--- config.mk ---
export PLATFORM = sky130hd
export DESIGN_NAME = radix2_div_arbiter
export DESIGN_NICKNAME = d
export VERILOG_FILES = /design/src/rtl/radix2_div_arb_pkg.sv /design/src/rtl/radix2_div_arbiter_rr_pick.sv /design/src/rtl/radix2_div_arbiter.sv
export SDC_FILE = /design/constraint.sdc
export NUM_CORES = 1
export LEC_CHECK = 0
export CORE_AREA = 2 2 98 100
export CTS_BUF_LIST = sky130_fd_sc_hd__clkbuf_4 sky130_fd_sc_hd__clkbuf_8
export CTS_CLUSTER_DIAMETER = 200
export DETAILED_ROUTE_END_ITERATION = 8
export DIE_AREA = 0 0 100 102
export HOLD_SLACK_MARGIN = 0.15
export PLACE_DENSITY = 0.78
export SYNTH_ARGS = -nofsm -noshare
export SYNTH_HDL_FRONTEND = slang
export SYNTH_SLANG_ARGS = --single-unit
--- constraint.sdc ---
create_clock -name clk -period 7.7 [get_ports clk]
set_clock_uncertainty 0.15 [all_clocks]
set_input_delay 1.54 -clock clk [delete_from_list [all_inputs] [get_ports clk]]
set_output_delay 1.54 -clock clk [all_outputs]
set_load 0.01 [all_outputs]
--- src/rtl/radix2_div_arb_pkg.sv ---
// Shared types and result-field layout for the round-robin radix-2 divider arbiter.
package radix2_div_arb_pkg;

    typedef enum logic [2:0] {
        IDLE  = 3'd0,
        ISSUE = 3'd1,
        WAIT  = 3'd2,
        RESP  = 3'd3,
        FAULT = 3'd4
    } arb_state_t;

    // Result is packed {remainder, quotient}; the quotient sits at the bottom.
    localparam int unsigned RES_QUO_LSB = 0;

    function automatic int unsigned res_rem_lsb(input int unsigned data_w);
        return RES_QUO_LSB + data_w;
    endfunction

    // Quotient of a divide-by-zero is all-ones, built from this bit.
    localparam logic ZERO_DIV_QUO_BIT = 1'b1;

endpackage

--- src/rtl/radix2_div_arbiter_rr_pick.sv ---
// Combinational rotate-priority picker: first set request at or after ptr, wrapping.
module rr_pick #(
    parameter  int unsigned NUM_REQ = 4,
    localparam int unsigned IDX_W   = $clog2(NUM_REQ)
) (
    input  logic [NUM_REQ-1:0] req,
    input  logic [IDX_W-1:0]   ptr,
    output logic [NUM_REQ-1:0] gnt,
    output logic [IDX_W-1:0]   gnt_idx,
    output logic               any
);

    always_comb begin : pick
        int unsigned j;
        logic        found;
        gnt     = '0;
        gnt_idx = '0;
        found   = 1'b0;
        j       = 0;
        for (int unsigned k = 0; k < NUM_REQ; k++) begin
            j = 32'(ptr) + k;
            if (j >= NUM_REQ) j = j - NUM_REQ;
            if (!found && req[IDX_W'(j)]) begin
                found              = 1'b1;
                gnt[IDX_W'(j)]     = 1'b1;
                gnt_idx            = IDX_W'(j);
            end
        end
    end

    assign any = |req;

endmodule

--- src/rtl/radix2_div_arbiter.sv ---
// Round-robin front end sharing one radix2_div among NUM_REQ requesters, with watchdog.
// Optional: define DIV_ARB_ZERO_BYPASS_EN to answer divide-by-zero locally without the divider.
module radix2_div_arbiter #(
    parameter int unsigned NUM_REQ = 4,
    parameter int unsigned DATA_W  = 8,
    parameter int unsigned TIMEOUT = 32
) (
    input  logic                        clk,
    input  logic                        rst,
    input  logic [NUM_REQ-1:0]          req_valid,
    output logic [NUM_REQ-1:0]          req_ready,
    input  logic [NUM_REQ-1:0]          req_sign,
    input  logic [NUM_REQ*DATA_W-1:0]   req_dividend,
    input  logic [NUM_REQ*DATA_W-1:0]   req_divisor,
    output logic [NUM_REQ-1:0]          rsp_valid,
    output logic [2*DATA_W-1:0]         rsp_result,
    output logic                        busy,
    output logic                        err_timeout,
    output logic                        div_opn_valid,
    output logic                        div_sign,
    output logic [DATA_W-1:0]           div_dividend,
    output logic [DATA_W-1:0]           div_divisor,
    input  logic                        div_res_valid,
    input  logic [2*DATA_W-1:0]         div_result
);
    import radix2_div_arb_pkg::*;

    localparam int unsigned IDX_W = $clog2(NUM_REQ);
    localparam int unsigned WD_W  = $clog2(TIMEOUT + 1);
    localparam int unsigned RES_W = 2 * DATA_W;
`ifdef DIV_ARB_ZERO_BYPASS_EN
    localparam int unsigned RES_REM_LSB = res_rem_lsb(DATA_W);
`endif

    arb_state_t          state_q, state_d;
    logic [NUM_REQ-1:0]  owner_q, owner_d;
    logic [IDX_W-1:0]    ptr_q, ptr_d;
    logic                sign_q, sign_d;
    logic [DATA_W-1:0]   dvd_q, dvd_d;
    logic [DATA_W-1:0]   dvs_q, dvs_d;
    logic [RES_W-1:0]    res_q, res_d;
    logic [WD_W-1:0]     wdog_q, wdog_d, wdog_inc;
    logic                err_q, err_d;

    logic [NUM_REQ-1:0]  pick_gnt;
    logic [IDX_W-1:0]    pick_idx;
    logic                pick_any;
    logic                sel_sign;
    logic [DATA_W-1:0]   sel_dvd, sel_dvs;

    rr_pick #(.NUM_REQ(NUM_REQ)) u_pick (
        .req     (req_valid),
        .ptr     (ptr_q),
        .gnt     (pick_gnt),
        .gnt_idx (pick_idx),
        .any     (pick_any)
    );

    // Operand select for the requester the picker chose.
    always_comb begin
        sel_sign = 1'b0;
        sel_dvd  = '0;
        sel_dvs  = '0;
        for (int unsigned i = 0; i < NUM_REQ; i++) begin
            if (pick_gnt[IDX_W'(i)]) begin
                sel_sign = req_sign[IDX_W'(i)];
                sel_dvd  = req_dividend[i*DATA_W +: DATA_W];
                sel_dvs  = req_divisor[i*DATA_W +: DATA_W];
            end
        end
    end

    assign wdog_inc = (wdog_q == WD_W'(TIMEOUT)) ? wdog_q : wdog_q + WD_W'(1);

    // Next-state and accept logic.
    always_comb begin
        state_d   = state_q;
        owner_d   = owner_q;
        ptr_d     = ptr_q;
        sign_d    = sign_q;
        dvd_d     = dvd_q;
        dvs_d     = dvs_q;
        res_d     = res_q;
        wdog_d    = wdog_q;
        err_d     = err_q;
        req_ready = '0;
        case (state_q)
            IDLE: begin
                if (pick_any && !rst) begin
                    req_ready = pick_gnt;
                    owner_d   = pick_gnt;
                    ptr_d     = (pick_idx == IDX_W'(NUM_REQ - 1)) ? '0 : pick_idx + IDX_W'(1);
                    sign_d    = sel_sign;
                    dvd_d     = sel_dvd;
                    dvs_d     = sel_dvs;
                    wdog_d    = '0;
                    state_d   = ISSUE;
`ifdef DIV_ARB_ZERO_BYPASS_EN
                    if (sel_dvs == '0) begin
                        res_d[RES_REM_LSB +: DATA_W] = sel_dvd;
                        res_d[RES_QUO_LSB +: DATA_W] = {DATA_W{ZERO_DIV_QUO_BIT}};
                        state_d                      = RESP;
                    end
`endif
                end
            end
            ISSUE: begin
                wdog_d  = '0;
                state_d = WAIT;
            end
            WAIT: begin
                if (div_res_valid) begin
                    res_d   = div_result;
                    state_d = RESP;
                end else begin
                    wdog_d = wdog_inc;
                    if (wdog_inc == WD_W'(TIMEOUT)) begin
                        err_d   = 1'b1;
                        state_d = FAULT;
                    end
                end
            end
            RESP:    state_d = IDLE;
            FAULT:   state_d = FAULT;
            default: state_d = IDLE;
        endcase
    end

    always_ff @(posedge clk) begin
        if (rst) begin
            state_q <= IDLE;
            owner_q <= '0;
            ptr_q   <= '0;
            sign_q  <= 1'b0;
            dvd_q   <= '0;
            dvs_q   <= '0;
            res_q   <= '0;
            wdog_q  <= '0;
            err_q   <= 1'b0;
        end else begin
            state_q <= state_d;
            owner_q <= owner_d;
            ptr_q   <= ptr_d;
            sign_q  <= sign_d;
            dvd_q   <= dvd_d;
            dvs_q   <= dvs_d;
            res_q   <= res_d;
            wdog_q  <= wdog_d;
            err_q   <= err_d;
        end
    end

    assign busy          = (state_q != IDLE);
    assign div_opn_valid = (state_q == ISSUE);
    assign div_sign      = sign_q;
    assign div_dividend  = dvd_q;
    assign div_divisor   = dvs_q;
    assign rsp_valid     = (state_q == RESP) ? owner_q : '0;
    assign rsp_result    = (state_q == RESP) ? res_q : '0;
    assign err_timeout   = err_q;

endmodule

# Word-level counts from Yosys, hierarchy flattened
# Cells that the tools add are included.
dict set report word_totals {
  latchBits 0
  mem_count 0
  mem_bits_rw 0
  rom_bits 0
  ff_bits 49
  in_bits 91
  out_inout_bits 44
  word_cells 121
}
dict set report classes {
  n_addsub 9
  n_bitwise 4
  mux 56
  mul 0
  order_cmp 12
  eq_ne 10
  div_mod_pow 0
  reduce_logical 21
  n_shift 0
}
# op count
set ops {}
lappend ops {{2-to-1 mux 8 bit} 8}
lappend ops {{2-to-1 mux 4 bit} 7}
lappend ops {{2-to-1 mux 2 bit} 9}
lappend ops {{2-to-1 mux 6 bit} 3}
lappend ops {{case mux 6 bit (3 select lines)} 1}
lappend ops {{2-to-1 mux 16 bit} 1}
lappend ops {{2-to-1 mux 1 bit} 15}
lappend ops {{equality test 6 bit, second input constant} 2}
lappend ops {{less-than comparator 2 x 3 -> 1 bit, second input constant} 4}
lappend ops {{bitwise OR 4 bit} 3}
lappend ops {{case mux 3 bit (4 select lines)} 1}
lappend ops {{greater-or-equal comparator 3 bit, second input constant} 3}
lappend ops {{2-to-1 mux 3 bit} 3}
lappend ops {{binary-select mux 1 bit (select 2 bit)} 4}
lappend ops {{demux 1 bit (select 2 bit)} 4}
lappend ops {{greater-or-equal comparator 2 x 1 -> 1 bit, second input constant} 4}
lappend ops {{logical AND 1 bit} 8}
lappend ops {{subtractor 2 x 1 -> 2 bit, second input constant} 4}
lappend ops {{adder 2 x 2 -> 3 bit, second input constant} 2}
lappend ops {{adder 6 x 1 -> 6 bit, second input constant} 1}
lappend ops {{equality test 3 x 2 -> 1 bit, second input constant} 2}
lappend ops {{AND reduction 2 bit} 3}
lappend ops {{AND reduction 3 bit} 2}
lappend ops {{nonzero test 3 bit} 2}
lappend ops {{12 further kinds} 16}

# Depth between registers and ports, before layout
dict set report logic_depth {
  word_depth 18
  depth_mapped 12
  depth_no_buf 8
}

# By module
# From an unflattened synthesis, not the netlist that was laid out.
dict set report unflattened {
  hier_cells 387
  hier_area_um2 2979.1
}
# mod cells_each n_inst seq_area_each_um2 area_per_inst_um2
set modules_own_cells {}
lappend modules_own_cells {radix2_div_arbiter 338 1 980.9 2567.5}
lappend modules_own_cells {rr_pick 49 1 0.0 411.6}

# Worst setup path after synthesis
# No wires, ideal clock.
dict set report synth_timing {
  kind {input -> output}
  start {input port req_valid[0]}
  end {output port req_ready[1]}
  stages 9
  required_time_ps 6010
  path_slack_ps 2634
  n_path_buf 3
  arrival_ps 3376
  path_cell_list {buf_2 -> mux4_1 -> nor3b_2 -> a221o_1 -> or2_1 -> buf_6 -> buf_8 -> nand2_1 -> inv_1}
}
dict set report synth_via {
  elab_chain_len 14
  elab_cells_between_ends 28
  classes_between {mux (17); bitwise (3); reduce/logical (8)}
}
# item line
set synth_lines {}
lappend synth_lines {{start: declaration} radix2_div_arbiter.sv:10} ;# input logic [NUM_REQ-1:0] req_valid,
lappend synth_lines {{binary-select mux 1 bit (select 2 bit)} radix2_div_arbiter_rr_pick.sv:23} ;# if (!found && req[IDX_W'(j)]) begin
lappend synth_lines {{2-to-1 mux 1 bit (not written as such)} radix2_div_arbiter_rr_pick.sv:23}
lappend synth_lines {{2-to-1 mux 1 bit} radix2_div_arbiter_rr_pick.sv:23}
lappend synth_lines {{logical NOT 1 bit} radix2_div_arbiter_rr_pick.sv:23}
lappend synth_lines {{logical AND 1 bit} radix2_div_arbiter_rr_pick.sv:23}
lappend synth_lines {{2-to-1 mux 1 bit} radix2_div_arbiter_rr_pick.sv:23}
lappend synth_lines {{logical NOT 1 bit} radix2_div_arbiter_rr_pick.sv:23}
lappend synth_lines {{logical AND 1 bit} radix2_div_arbiter_rr_pick.sv:23}
lappend synth_lines {{2-to-1 mux 1 bit} radix2_div_arbiter_rr_pick.sv:23}
lappend synth_lines {{logical NOT 1 bit} radix2_div_arbiter_rr_pick.sv:23}
lappend synth_lines {{logical AND 1 bit} radix2_div_arbiter_rr_pick.sv:23}
lappend synth_lines {{2-to-1 mux 4 bit} radix2_div_arbiter_rr_pick.sv:23}
lappend synth_lines {{2-to-1 mux 4 bit *} radix2_div_arbiter.sv:89} ;# if (pick_any && !rst) begin
lappend synth_lines {{2-to-1 mux 4 bit *} radix2_div_arbiter.sv:87} ;# case (state_q)
lappend synth_lines {{end: declaration} radix2_div_arbiter.sv:11} ;# output logic [NUM_REQ-1:0] req_ready,
# Every way passes the cells marked *; elsewhere a longest branch is shown, timed or not. The select of a mux whose other input is x is not followed.

# Worst setup path after layout
dict set report layout_timing {
  start {input port req_valid[3]}
  end {output port req_ready[3]}
}
# The elaborated chain is that of the path after synthesis.

==> flow_metrics.tcl <==
set metrics [dict create \
    totalPowerFinal_mw 1.05 \
    crit_type "primary input to output pin" \
    final_nets 587 \
    place_ws_ns 1.66 \
    slew_violations 0 \
    use_met3_pct 4.58 \
    drtIter0Drc 177 \
    synth_edf_count 0 \
    cts.sinks 49 \
    ys_async_sr_fraction_pct 0 \
    peakVddDrop_uv 137 \
    yosysSeqAreaShare_pct 31.4 \
    end_kind "output pin" \
    final_common_cell "clkdlybuf4s50_1" \
    use_met2_pct 32.3 \
    worstPathArrival_ns 4.37 \
    layout-drive-gt1-share_pct 9.20 \
    mostFrequentLayoutCells "clkdlybuf4s50_1, dfxtp_1, nand2_1, inv_1, a21oi_1" \
    gr-max-usage-layer "met2" \
    gpl.final_weighted_congestion 0.850 \
    clk_latency_ns 0.30 \
    startpoint_type "primary input" \
    synthFlopType "dfxtp_1" \
    endpoint "req_ready[3]" \
    worst_hold_slack_ns 0.304 \
    seq_area_um2 981 \
    critPathMaxFanout 18 \
    vias 3242 \
    grt_pass1_vias 3116 \
    core_region_area_um2 9110 \
    required_ns 6.01 \
    critPathLaunch "req_valid[3]" \
    avgSynthCellArea_um2 8.40 \
    drt_pre_antenna_iters 4 \
    max-cap-violations 0 \
    finalHoldViolCount 0 \
    post-cts-setup-buffers 0 \
    synth_area_um2 3120 \
    synthToLayoutAreaGrowth_pct 46.4 \
    max_slew_margin_pct 16.7 \
    remaining_drc_errors 0 \
    initial_core_util_pct 34.3 \
    routed_via_density 5.40 \
    setup_ws_ns 1.64 \
    p_per_area_nw_per_um2 229 \
    yosys_warnings 0 \
    wl_per_cell_um 15.4 \
    port_buffers 134 \
    hold_class "register to register" \
    grt_overflow 0 \
    syn_inst 372 \
    grt_pass1_wl_um 14600 \
    antenna_found_initial 0 \
    fill_cells 870 \
    die-area_um2 10200 \
    use_met1_pct 20.8 \
    syn-num-nets 471 \
    cts-buffers-inserted 5 \
    tightest_slew_ns 1.25 \
    tns_ns 0 \
    rrSetupSlack_ns 3.50 \
    cts_tree "done" \
    cts_max_level 2 \
    r2r_cells 8 \
    rsz0062_at_grt "no" \
    setup_viol 0 \
    grt_usage_pct 17.9 \
    outcome "complete, no violations" \
    dieWidth_um 100 \
    clockBufferDepth 2 \
    p_leak_nw 1.63 \
    synth-seq-cells 49 \
    grt_max_degree 35 \
    timing.fmax_mhz 165 \
    synth.distinct_cells 55 \
    diodes 0 \
    fp.dieH_um 102 \
    rows 35 \
    wl_um 9240 \
    period_needed_ns 6.06 \
    multiInputGateArea_um2 1870 \
    cts.clk_slew.worst_paths_ns 0.10 \
    post-route-util_pct 50.2 \
    hold_path.startpoint "err_timeout" \
    ant_nets 0 \
    ios 135 \
    place_hpwl_um 6990 \
    hold_buffers 0 \
    r2r-end "div_divisor[3]" \
    cts_root_buf "clkbuf_8" \
    timing.final.crit_share_pct 78.7 \
    ctsResizeCount 0 \
]
-- flip-flops by register name, summed over array words and instances (netlist names), named ones only --
signal,count
owner_q,4
div_dividend,8
ptr_q,1
res_q,16
div_divisor,8
wdog_q,6
state_q,3
div_sign,1
err_timeout,1
-- cells in the mapped netlist (all sizes together) (11+ instances only) --
| master | count | area [um^2] |
|---|---|---|
| nand2 | 48 | 180 |
| dfxtp | 49 | 981 |
| buf | 13 | 106 |
| inv | 32 | 120 |
| clkbuf | 16 | 61.3 |
| a22oi | 19 | 193 |
| o221ai | 16 | 196 |
| o21ai | 11 | 55.1 |
| and2 | 23 | 144 |
| a32oi | 17 | 149 |
| a21oi | 30 | 150 |
| nor2 | 17 | 63.8 |
-- routing by layer --
metal,wire [um],up-vias
met4,180,0
met3,682,15
li1,-,1578
met5,0,-
met2,4510,134
met1,3870,1515
-- final cells by class --
| cell class | count | share of cell area, % |
|---|---|---|
| flip-flops and latches | 49 | 21.5 |
| repair buffers | 138 | 30.0 |
| clock inverters | 3 | 0.547 |
| inverters | 32 | 2.63 |
| multi-input cells | 262 | 40.8 |
| clock buffers | 5 | 1.51 |
| well taps | 111 | 3.04 |
-- power breakdown --
group	switching [mW]	total (mW)	leakage, nW	internal [mW]
clock network	0.0941	0.160	0.0447	0.0658
registers	0.0419	0.349	0.399	0.307
logic	0.271	0.536	1.19	0.265
total	0.407	1.05	1.63	0.638
-- through the flow --
stage | area (um^2) | std cells
after floorplan | 3120 | 372
after global placement | 4480 | 592
after detailed placement | 4480 | 592
after CTS | 4570 | 600
after global routing | 4570 | 600
final | 4570 | 600
-- worst max-delay path, cell delays in order --
cell and delay (ns):
clkdlybuf4s50_1 0.58, mux4_2 0.67, nor3b_2 0.43, nand2_1 0.12
o211ai_2 0.07, buf_4 0.25, nand2_1 0.10, inv_1 0.07
clkdlybuf4s50_1 0.53
-- worst min-delay path by stage --
stage | to | cells past startpoint
5_1_grt | res_q[0] | 2
6_report | err_timeout | 2
3_3_place_gp | res_q[4] | 2
2_1_floorplan | owner_q[1] | 2
4_1_cts | res_q[0] | 2
3_5_place_dp | res_q[0] | 2
-- kinds of logic after synthesis --
family	Yosys count	share of synthesized area [%]
adders and majority gates	8	3.21
DFF	49	31.4
buffers and inverters	61	9.21
and+or+nand+nor	127	20.9
xor gates and xnor gates	6	1.68
AOI/OAI and AO/OA	115	30.4
muxes	6	3.25
(Power assumes the default switching activity.)
